--- src/rtl/rep_string_sequencer.sv ---
// Sequencer for REP/REPE/REPNE MOVS/CMPS: issues one element iteration at a
// time, tracks ECX/ESI/EDI and returns the final register values.
module rep_string_sequencer (
    input  logic        clk,
    input  logic        rst,
    input  logic        start_valid,
    output logic        start_ready,
    input  logic [1:0]  start_rep,
    input  logic        start_is_cmps,
    input  logic [1:0]  start_size,
    input  logic        start_df,
    input  logic [31:0] start_ecx,
    input  logic [31:0] start_esi,
    input  logic [31:0] start_edi,
    output logic        iter_valid,
    input  logic        iter_ready,
    output logic [31:0] iter_esi,
    output logic [31:0] iter_edi,
    input  logic        res_valid,
    input  logic        res_zf,
    input  logic        abort,
    output logic        done_valid,
    input  logic        done_ready,
    output logic [31:0] done_ecx,
    output logic [31:0] done_esi,
    output logic [31:0] done_edi,
    output logic        busy
);

    typedef enum logic [1:0] {
        S_IDLE,
        S_ISSUE,
        S_WAIT,
        S_DONE
    } state_t;

    state_t      state_q, state_d;
    logic [31:0] ecx_q, ecx_d;
    logic [31:0] esi_q, esi_d;
    logic [31:0] edi_q, edi_d;
    logic [1:0]  rep_q, rep_d;
    logic [1:0]  size_q, size_d;
    logic        cmps_q, cmps_d;
    logic        df_q, df_d;

    logic [31:0] step;
    logic [31:0] esi_nx, edi_nx, ecx_nx;
    logic        term;

    always_comb begin
        step = 32'd4;
        unique case (size_q)
            2'b00:   step = 32'd1;
            2'b01:   step = 32'd2;
            default: step = 32'd4;
        endcase
    end

    assign esi_nx = df_q ? esi_q - step : esi_q + step;
    assign edi_nx = df_q ? edi_q - step : edi_q + step;
    assign ecx_nx = (rep_q != 2'b00) ? ecx_q - 32'd1 : ecx_q;

    // ZF only terminates CMPS; MOVS treats REPE/REPNE as plain REP
    assign term = (rep_q == 2'b00) || (ecx_nx == 32'd0) ||
                  (cmps_q && rep_q == 2'b10 && !res_zf) ||
                  (cmps_q && rep_q == 2'b11 && res_zf);

    always_comb begin
        state_d = state_q;
        ecx_d   = ecx_q;
        esi_d   = esi_q;
        edi_d   = edi_q;
        rep_d   = rep_q;
        size_d  = size_q;
        cmps_d  = cmps_q;
        df_d    = df_q;
        unique case (state_q)
            S_IDLE: begin
                if (start_valid) begin
                    ecx_d  = start_ecx;
                    esi_d  = start_esi;
                    edi_d  = start_edi;
                    rep_d  = start_rep;
                    size_d = start_size;
                    cmps_d = start_is_cmps;
                    df_d   = start_df;
                    if (start_rep != 2'b00 && start_ecx == 32'd0)
                        state_d = S_DONE;
                    else
                        state_d = S_ISSUE;
                end
            end
            S_ISSUE: begin
                if (iter_ready)
                    state_d = S_WAIT;
            end
            S_WAIT: begin
                if (res_valid) begin
                    esi_d   = esi_nx;
                    edi_d   = edi_nx;
                    ecx_d   = ecx_nx;
                    state_d = term ? S_DONE : S_ISSUE;
                end
            end
            S_DONE: begin
                if (done_ready)
                    state_d = S_IDLE;
            end
        endcase
        if (abort && state_q != S_IDLE)
            state_d = S_IDLE;
    end

    always_ff @(posedge clk) begin
        if (rst) begin
            state_q <= S_IDLE;
            ecx_q   <= '0;
            esi_q   <= '0;
            edi_q   <= '0;
            rep_q   <= '0;
            size_q  <= '0;
            cmps_q  <= 1'b0;
            df_q    <= 1'b0;
        end else begin
            state_q <= state_d;
            ecx_q   <= ecx_d;
            esi_q   <= esi_d;
            edi_q   <= edi_d;
            rep_q   <= rep_d;
            size_q  <= size_d;
            cmps_q  <= cmps_d;
            df_q    <= df_d;
        end
    end

    assign start_ready = (state_q == S_IDLE);
    assign busy        = !start_ready;
    assign iter_valid  = (state_q == S_ISSUE);
    assign done_valid  = (state_q == S_DONE);
    assign iter_esi    = esi_q;
    assign iter_edi    = edi_q;
    assign done_ecx    = ecx_q;
    assign done_esi    = esi_q;
    assign done_edi    = edi_q;

endmodule

--- config.mk ---
export PLATFORM = sky130hd
export DESIGN_NAME = rep_string_sequencer
export DESIGN_NICKNAME = d
export VERILOG_FILES = /design/src/rtl/rep_string_sequencer.sv
export SDC_FILE = /design/constraint.sdc
export NUM_CORES = 1
export LEC_CHECK = 0
export ABC_AREA = 1
export CAP_MARGIN = 20
export CORE_AREA = 2 2 131 197
export DETAILED_ROUTE_END_ITERATION = 16
export DIE_AREA = 0 0 133 199
export DONT_BUFFER_PORTS = 1
export GPL_TIMING_DRIVEN = 0
export PLACE_DENSITY_LB_ADDON = 0.1
export SYNTH_ARGS = -nofsm -noshare
export SYNTH_HDL_FRONTEND = slang
export SYNTH_SLANG_ARGS = --single-unit
--- constraint.sdc ---
create_clock -name clk -period 4.3 [get_ports clk]
set_clock_uncertainty 0.05 [all_clocks]
set_input_delay 0.43 -clock clk [delete_from_list [all_inputs] [get_ports clk]]
set_output_delay 0.43 -clock clk [all_outputs]
set_load 0.02 [all_outputs]
==> results.cfg, run 1 <==
[synthesis]
ys_warn_count = 0
ys_top_cells_by_count = nand2_1, nor2_1, a21oi_1
syn_inst = 1606
synth_most_common_cell = nand2_1
synth_top_cell_by_area = dfxtp_1
async_reset_ff_share_pct = 0
ys_ff_latch = 104
synth_fp_nets = 1782
postSynthAreaPerCell_um2 = 6.083
synth_area_um2 = 9769
synth_top_cell_area_share_pct = 21.31
yosys_most_used_dff = dfxtp_1
ys_types = 40
synth_area_leaders = dfxtp_1, nand2_1, a21oi_1
synth_edf_count = 0
ys_seq_area_share_pct = 21.31

[cts]
numCtsBuffers = 9
cts_tree = built
ctsHoldBuffers = 0
ctsResizeCount = 0
clock_sinks = 104
cts_setup_buffers = 0
clockBufferDepth = 2
insertion_delay_ns = 0.38
cts_root_buffer = clkbuf_16
path_clk_slew_ns = 0.08
cts_htree_levels = 3

[run_status]
status = completed

[die]
core_area_um2 = 24790
ioPinCount = 274
row_count = 71
die_height_um = 199
initial_core_util_pct = 39.42
fp.dieArea_um2 = 26470
die_x_um = 133

[route]
drc = 0
dr.pass1.iters = 5
drtIter0Drc = 640
wl_per_cell_um = 20.11
drt.antenna.violating_nets = 0
dr_total_vias = 10757
drt-total-wl_um = 39260
avgViaCountPerCell = 5.511

[power]
power_uw = 9227
combPwrFrac_pct = 63.5
p_leak_uw = 0.004678
power.switching_uw = 5476
switching_share_pct = 59.34
peakVddDrop_mv = 0.3205
power.share.clock_pct = 10.0
p_int_uw = 3752
p_seq_share_pct = 26.4
power_density_nw_per_um2 = 877.4

[worst_setup_path]
worstSetupPathType = flop to flop
critPathLaunchType = flop
worstRegToRegCells = 13
crit_path_max_fanout = 4
worstPathArrival_ns = 3.95
critPathRequiredTime_ns = 4.55
worstSetupEndpointType = flop

[timing]
slew_violations = 0
fin_setup_tns_ns = 0
slew_headroom_pct = 30.97
post-route-period-util_pct = 86.08
max_freq_ghz = 0.2702
setup_violations = 0
rsz0062_at_grt = false
finalHoldViolCount = 0
worst_slack_ns = 0.5986
period_minus_slack_ns = 3.701
worst_pin_slew_ns = 1.035

[finish]
regArea_um2 = 2083
multi_input_area_um2 = 6417
n_fill_cell = 2777
layout.cells.non_filler = 1952
finalCoreUtilization_pct = 42.43
drive_gt1_share_pct = 7.579
fin_nets = 1794
areaGrowthSynthToFinish_pct = 7.646

[place]
gp_congestion = 0.9547
dp_hpwl_um = 31680
dp.cells = 1935
place_worst_setup_slack_ns = 0.6157
port_buffers = 0

[global_route]
gr-total-overflow = 0
grt_pass1_vias = 10345
grt_start_max_net_pins = 33
antenna_found_initial = 4
grt_use_total_pct = 28.74
grt_first_pass_wirelength_um = 57900

[worst_hold_path]
hold_path_depth = 2
holdCritPathClass = primary input to flop

[flow_run]
cap_violations = 0
==> cells in the final DEF (no fill, tap or decap), drive strengths merged <==
cell type and count:
diode 1, a31oi 12, a21oi 174, dfxtp 104, nand4 23, fa 2
clkinv 1, a21boi 5, a211oi 5, o21bai 10, a21o 8, o21a 9
buf 81, nand3 77, nor2 246, nor3b 1, nor3 12, xor2 27
bufinv 1, or2 3, nand2 335, nor4 9, and2 1, inv 152
clkbuf 47, o211ai 9, o221ai 2, a31o 1, clkinvlp 2, o21ai 147
xnor2 13, nand3b 6, o22ai 34, ha 64
==> layer usage <==
layer / track usage (%) / wire length (um)
met2: 53.69 / 20020
met4: 10.95 / 1303
met1: 31.69 / 15560
met5: 0 / 44
met3: 5.989 / 2324
==> power groups by stage <==
stage | Clock (uW) | Combinational [uW] | Sequential [uW]
floorplan | 0 | 4330 | 2230
global placement | 0 | 5770 | 2490
detailed placement | 0 | 5830 | 2460
CTS | 939 | 5860 | 2440
global route | 980 | 6510 | 2510
finish | 927 | 5860 | 2440
==> state kept, by name, indices dropped and copies added, names as in the netlist <==
register  flops
state_q       2
done_edi     32
size_q        2
done_ecx     32
df_q          1
cmps_q        1
rep_q         2
done_esi     32
==> path summary, 6_finish.rpt <==
kind / start / slack (ns) / endpoint
setup / recovery: size_q[0]$_SDFFE_PP0P_ / 0.60 / done_esi[21]$_SDFFE_PP0P_
hold / removal: start_size[1] / 0.13 / size_q[1]$_SDFFE_PP0P_
setup reg to reg: size_q[0]$_SDFFE_PP0P_ / 0.60 / done_esi[21]$_SDFFE_PP0P_
hold reg to reg: size_q[0]$_SDFFE_PP0P_ / 0.43 / size_q[0]$_SDFFE_PP0P_
==> critical path, cell delays in order (launching register included) <==
cell     delay (ns)
dfxtp_1        0.34
inv_1          0.05
or2_2          0.28
ha_1           0.29
o21ai_0        0.54
ha_1           0.36
nand3_1        0.08
nand2_1        0.10
a21oi_1        0.40
o21ai_0        0.36
a21oi_1        0.32
xor2_1         0.21
o21ai_0        0.10
a21oi_1        0.15
==> cell families after synthesis <==
kind of cell / count (synthesis) / share of synthesized area [%]
AO/OA/AOI/OAI: 416 / 23.23
XOR/XNOR: 40 / 3.586
AND/OR/NAND/NOR: 713 / 30.26
adder cells (fa/ha/maj): 66 / 8.607
flip-flops: 104 / 21.31
buffers and inverters: 267 / 13.00
==> through the flow <==
stage               hold slack (ns)  cell area (um2)
finish                       0.1342            10520
global route                 0.1376            10520
CTS                          0.1300            10510
detailed placement           0.4108            10200
global placement             0.3990            10180
floorplan                    0.3862             9769
==> final cells by class <==
type	instances	share of cell area, %
Tap cell	328	3.902
Buffer	117	6.722
Multi-Input combinational cell	1235	61.02
Clock inverter	6	0.7020
Sequential cell	104	19.81
Antenna cell	1	0.02380
Inverter	150	5.354
Timing Repair Buffer	1	0.1904
Clock buffer	10	2.272
Power figures use the tool's default switching activity.
==> run 2: changes to the inputs <==
ABC_AREA = 0   (was 1)
ABC_CLOCK_PERIOD_IN_PS = 4300   (was default)
CORE_AREA = 2 2 133 200   (was 2 2 131 197)
DIE_AREA = 0 0 135 202   (was 0 0 133 199)
==> results.cfg, run 2 <==
[die]
ioPinCount = 274
die_x_um = 135
initial_core_util_pct = 34.42
fp.dieArea_um2 = 27270
row_count = 72
core_area_um2 = 25580
die_height_um = 202

[route]
drtIter0Drc = 378
dr_total_vias = 8899
wl_per_cell_um = 23.83
drt-total-wl_um = 36270
drt.antenna.violating_nets = 0
drc = 0
dr.pass1.iters = 4
avgViaCountPerCell = 5.847

[synthesis]
synthAdderAreaFrac_pct = 9.547
yosys_most_used_dff = dfxtp_1
synth_compound_area_share_pct = 30.69
synth_area_leaders = dfxtp_1, ha_1, a21oi_1
postSynthAreaPerCell_um2 = 7.547
synth_top_cell_by_area = dfxtp_1
synth_top_cell_area_share_pct = 23.64
synth_edf_count = 0
async_reset_ff_share_pct = 0
synth_most_common_cell = a21oi_1
synth_fp_nets = 1343
syn_inst = 1167
synth_xor_area_share_pct = 7.061
ys_warn_count = 0
ys_ff_latch = 104
ys_types = 64
ys_top_cells_by_count = a21oi_1, nand2_1, dfxtp_1
synthMuxAreaShare_pct = 0.3552
ys_seq_area_share_pct = 23.64
synth_top_family_by_area = compound AO/OA/AOI/OAI gates
synthSimpleGateAreaFrac_pct = 18.45
synth_area_um2 = 8807

[global_route]
grt_use_total_pct = 26.31
grt_pass1_vias = 9054
gr-max-usage-layer = met2
met2_usage_pct = 48.82
grt_first_pass_wirelength_um = 53940
use_met3_pct = 7.023
antenna_found_initial = 2
gr-total-overflow = 0
grt_util_met1_pct = 27.53
grt_start_max_net_pins = 37

[timing]
fin_setup_tns_ns = 0
worst_pin_slew_ns = 0.9946
max_freq_ghz = 0.2413
finalHoldViolCount = 0
slew_headroom_pct = 33.69
setup_violations = 0
period_minus_slack_ns = 4.145
post-route-period-util_pct = 96.40
slew_violations = 0
worst_slack_ns = 0.1549

[finish]
finalCoreUtilization_pct = 37.84
final_cell_mix = nand2_1, a21oi_1, dfxtp_1
areaGrowthSynthToFinish_pct = 9.930
n_fill_cell = 2804
stdcell_area_um2 = 9682
final_common_cell = nand2_1
fin_nets = 1358
drive_gt1_share_pct = 10.03

[cts]
cts_htree_levels = 3
numCtsBuffers = 9
ctsHoldBuffers = 0
insertion_delay_ns = 0.38
clockBufferDepth = 2
cts_tree = built
clock_sinks = 104
cts_root_buffer = clkbuf_16
path_clk_slew_ns = 0.08

[place]
dp_hpwl_um = 28310
placedInstanceArea_um2 = 9245
place_worst_setup_slack_ns = -0.9186
gp_congestion = 0.9187
port_buffers = 0

[worst_setup_path]
worstPathArrival_ns = 4.39
worstSetupEndpointType = flop
crit_path_max_fanout = 10
worstSetupPathType = flop to flop
critPathLaunchType = flop
critPathRequiredTime_ns = 4.54

[power]
power_uw = 3811
power_density_nw_per_um2 = 393.7
p_leak_uw = 0.003941
peakVddDrop_mv = 0.1945

[flow_run]
cap_violations = 0

[worst_hold_path]
holdCritPathClass = primary input to flop

[run_status]
status = completed
-- run 2: changes by cell type after synthesis, moves of 29 or more --
| cell | previous run | this run |
|---|---|---|
| nand2_1 | 334 | 131 |
| nor2_1 | 230 | 72 |
| inv_1 | 145 | 38 |
| o21ai_0 | 143 | 65 |
| nand3_1 | 77 | 9 |
| o221ai_1 | 2 | 55 |
| a21oi_1 | 173 | 132 |
| xnor2_1 | 13 | 42 |
-- run 2: area by class of cell --
cell class,instances,area (um2),area share (%)
Multi-Input combinational cell,892,5902,60.96
Sequential cell,104,2086,21.54
Buffer,132,757.0,7.819
Tap cell,333,416.7,4.303
Clock buffer,14,284.0,2.934
Inverter,38,142.6,1.473
Timing Repair Buffer,5,53.80,0.5557
Clock inverter,2,35.03,0.3619
Antenna cell,2,5.005,0.05169
-- run 2: logic make-up after synthesis --
| group | Yosys count |
|---|---|
| simple gates | 341 |
| buf+inv | 171 |
| fa+ha+maj | 66 |
| mux | 3 |
| flops | 104 |
| xor+xnor | 71 |
| compound gates | 411 |
-- run 2: layer usage --
layer,routed length (um),part of all wire (%)
met2,18860,52
met4,1483,4.1
met3,2576,7.1
met5,0,0
met1,13350,37
-- run 2: repair_timing --
| item | 4_1_cts | 5_1_grt |
|---|---|---|
| endpoints found under the setup margin | 16 | 10 |
| gates resized for setup | 9 | 11 |
| setup buffers | 2 | 1 |
| pin swaps | 1 | 1 |
-- run 2: worst paths after layout --
| path | start | end | slack [ns] | depth (start not counted) |
|---|---|---|---|---|
| worst max register to register | done_ecx[3]$_SDFFE_PP0P_ | state_q[1]$_SDFFE_PP0P_ | 0.15 | 10 |
| worst max-delay path | done_ecx[3]$_SDFFE_PP0P_ | state_q[1]$_SDFFE_PP0P_ | 0.15 | 10 |
| worst min-delay path | abort | state_q[0]$_SDFFE_PP0P_ | 0.10 | 1 |
| worst min register to register | size_q[0]$_SDFFE_PP0P_ | size_q[0]$_SDFFE_PP0P_ | 0.42 | 2 |
-- run 2: critical path, cell delays in order (launching register included) --
cell      delay, ns
dfxtp_1        0.45
or4_4          0.63
or4_1          0.51
clkbuf_1       0.27
nor3_4         0.32
nand2_1        0.20
or4_1          0.60
xor2_1         0.40
and4_1         0.30
nand4_1        0.09
a211oi_1       0.24
-- run 2: stage by stage --
| stage | hold WS, ns | instances |
|---|---|---|
| after CTS | 0.09392 | 1518 |
| after detailed placement | 0.4089 | 1501 |
| after global placement | 0.4055 | 1500 |
| final | 0.1037 | 1522 |
| after floorplan | 0.3866 | 1167 |
| after global routing | 0.1003 | 1522 |
-- run 2: power by group --
part	switching, uW	internal, uW
combinational	908	533
sequential	338	1090
clock	430	517
==> run 3: changes to the inputs <==
ABC_CLOCK_PERIOD_IN_PS = 5100   (was 4300)
clock period = 5.1 ns   (was 4.3 ns; I/O delays follow)
==> results.cfg, run 3 (synthesis gave the netlist of run 2 again) <==
[worst_setup_path]
cp_slowest_cell = dfxtp_2
worstSetupEndpointType = flop
worstSetupPathType = flop to flop
crit_path_max_fanout = 21
crit_family = compound AO/OA/AOI/OAI gates
cpPeakStageDelay_ns = 0.67
critPathRequiredTime_ns = 5.34
crit_top_cell = o21ai_0
critPathLaunchType = flop
rr_endpoint = done_edi[30]$_SDFFE_PP0P_
r2r-start = df_q$_SDFFE_PP0P_
path_buf_inv = 1
worstPathArrival_ns = 4.91
cp_cell_sequence = clkbuf_1, mux2_2, fa_1, a21oi_1, o21ai_0, a21oi_1, a211oi_1, o21ai_1, o21ai_0, o31ai_1, o22ai_1, o31a_1, o21ai_0
worstRegToRegCells = 13
r2r_setup_slack_ns = 0.44

[route]
avgViaCountPerCell = 5.819
drt.antenna.violating_nets = 0
drtIter0Drc = 324
dr.pass1.iters = 5
wl_per_cell_um = 23.84
dr_total_vias = 8833
drc = 0
drt-total-wl_um = 36180

[cts]
path_clk_slew_ns = 0.08
cts_setup_buffers = 0
insertion_delay_ns = 0.37
clock_sinks = 104
clockBufferDepth = 2
cts_tree = built
numCtsBuffers = 9
cts_htree_levels = 3
cts_root_buffer = clkbuf_16

[timing]
finalHoldViolCount = 0
worst_pin_slew_ns = 1.179
slew_headroom_pct = 21.08
max_freq_ghz = 0.2144
setup_violations = 0
rsz0062_at_grt = false
period_minus_slack_ns = 4.664
post-route-period-util_pct = 91.44
slew_violations = 0

[global_route]
grt_use_total_pct = 25.92
grt_first_pass_wirelength_um = 53110
antenna_found_initial = 2
gr-total-overflow = 0
grt_pass1_vias = 9040
grt_start_max_net_pins = 38

[finish]
layout.cells.non_filler = 1518
n_fill_cell = 2805
final_cell_mix = nand2_1, a21oi_1, dfxtp_1
drive_gt1_share_pct = 8.876
regArea_um2 = 2083
multi_input_area_um2 = 5831
areaGrowthSynthToFinish_pct = 8.623
stdcell_area_um2 = 9567
fin_nets = 1355

[die]
initial_core_util_pct = 34.42
row_count = 72
core_area_um2 = 25580
die_x_um = 135
ioPinCount = 274
fp.dieArea_um2 = 27270
die_height_um = 202

[place]
gp_congestion = 0.9103
dp_hpwl_um = 28360
port_buffers = 0
dp.cells = 1501
placedInstanceArea_um2 = 9245

[run_status]
status = completed

[power]
p_int_uw = 1779
p_leak_uw = 0.003863
power.switching_uw = 1387
p_seq_share_pct = 37.8
power.share.clock_pct = 24.2
peakVddDrop_mv = 0.1788
combPwrFrac_pct = 38.0
power_density_nw_per_um2 = 331.0
switching_share_pct = 43.80
power_uw = 3166

[worst_hold_path]
worstHoldStart = abort
holdCritPathClass = primary input to flop
min_delay_worst_endpoint = state_q[0]$_SDFFE_PP0P_
hold_path_depth = 1

[flow_run]
cap_violations = 0
run 3: changes by cell type in the layout (fill, tap and decap cells not counted), moves of 2 or more:
cell and delta:
buf_4 -3, o31ai_1 +3, o31ai_2 -3, a2111oi_0 +2, a2111oi_1 -2, a21oi_1 +2
run 3: power groups by stage:
stage / registers [uW] / clock network (uW) / logic [uW]
after floorplan: 1160 / 0 / 905
after global placement: 1230 / 0 / 1190
after detailed placement: 1220 / 0 / 1200
after CTS: 1200 / 787 / 1210
after global routing: 1220 / 810 / 1320
final: 1200 / 766 / 1200
run 3: layout make-up:
cell class | instances | share of cell area [%]
plain buffers | 133 | 7.952
multi-input cells | 892 | 60.95
diodes | 2 | 0.05231
clock inverters | 2 | 0.3924
clock buffers | 13 | 2.825
repair buffers | 1 | 0.2093
well taps | 333 | 4.355
flip-flops and latches | 104 | 21.78
inverters | 38 | 1.491
run 3: worst max path at each step:
stage                            startpoint                         to  slack, ns  cells past startpoint
after floorplan           df_q$_SDFFE_PP0P_  done_edi[31]$_SDFFE_PP0P_       0.35                     13
after global placement    df_q$_SDFFE_PP0P_  done_edi[31]$_SDFFE_PP0P_      -1.55                     13
after detailed placement  df_q$_SDFFE_PP0P_  done_edi[31]$_SDFFE_PP0P_      -0.10                     13
after CTS                 df_q$_SDFFE_PP0P_  done_edi[31]$_SDFFE_PP0P_       0.07                     13
after global routing      df_q$_SDFFE_PP0P_  done_edi[28]$_SDFFE_PP0P_       0.06                     13
final                     df_q$_SDFFE_PP0P_  done_edi[30]$_SDFFE_PP0P_       0.44                     13
run 3: per-stage QoR:
step | hold WS (ns) | worst slack (ns) | util [%] | setup TNS (ns)
floorplan | 0.3866 | 0.3466 | - | 0
global placement | 0.4062 | -1.554 | 36.05 | -24.83
detailed placement | 0.4096 | -0.1022 | 36.14 | -0.1022
CTS | 0.1872 | 0.07136 | 37.36 | 0
global route | 0.1957 | 0.06493 | 37.39 | 0
finish | 0.1974 | 0.4363 | 37.39 | 0
run 3: what timing repair did:
item | in CTS | in global routing
resized for setup | 1 | 3
hold buffers | 0 | 0
gates cloned | 0 | 0
hold endpoints to repair | 0 | 0
setup endpoints to repair | 1 | 3
run 3: worst reg2reg max path: stages, from the launching register on:
cell	delay (ns)
dfxtp_2	0.67
clkbuf_1	0.43
mux2_2	0.45
fa_1	0.45
a21oi_1	0.20
o21ai_0	0.11
a21oi_1	0.48
a211oi_1	0.19
o21ai_1	0.37
o21ai_0	0.25
o31ai_1	0.52
o22ai_1	0.14
o31a_1	0.15
o21ai_0	0.13
run 3: per-layer routing:
| metal | vias to the layer above | global-route usage [%] | share of wire, % |
|---|---|---|---|
| li1 | 4297 | - | - |
| met1 | 4162 | 26.71 | 37 |
| met2 | 314 | 48.80 | 52 |
| met3 | 60 | 6.722 | 6.9 |
| met4 | 0 | 10.75 | 4.0 |
| met5 | - | 0 | 0 |
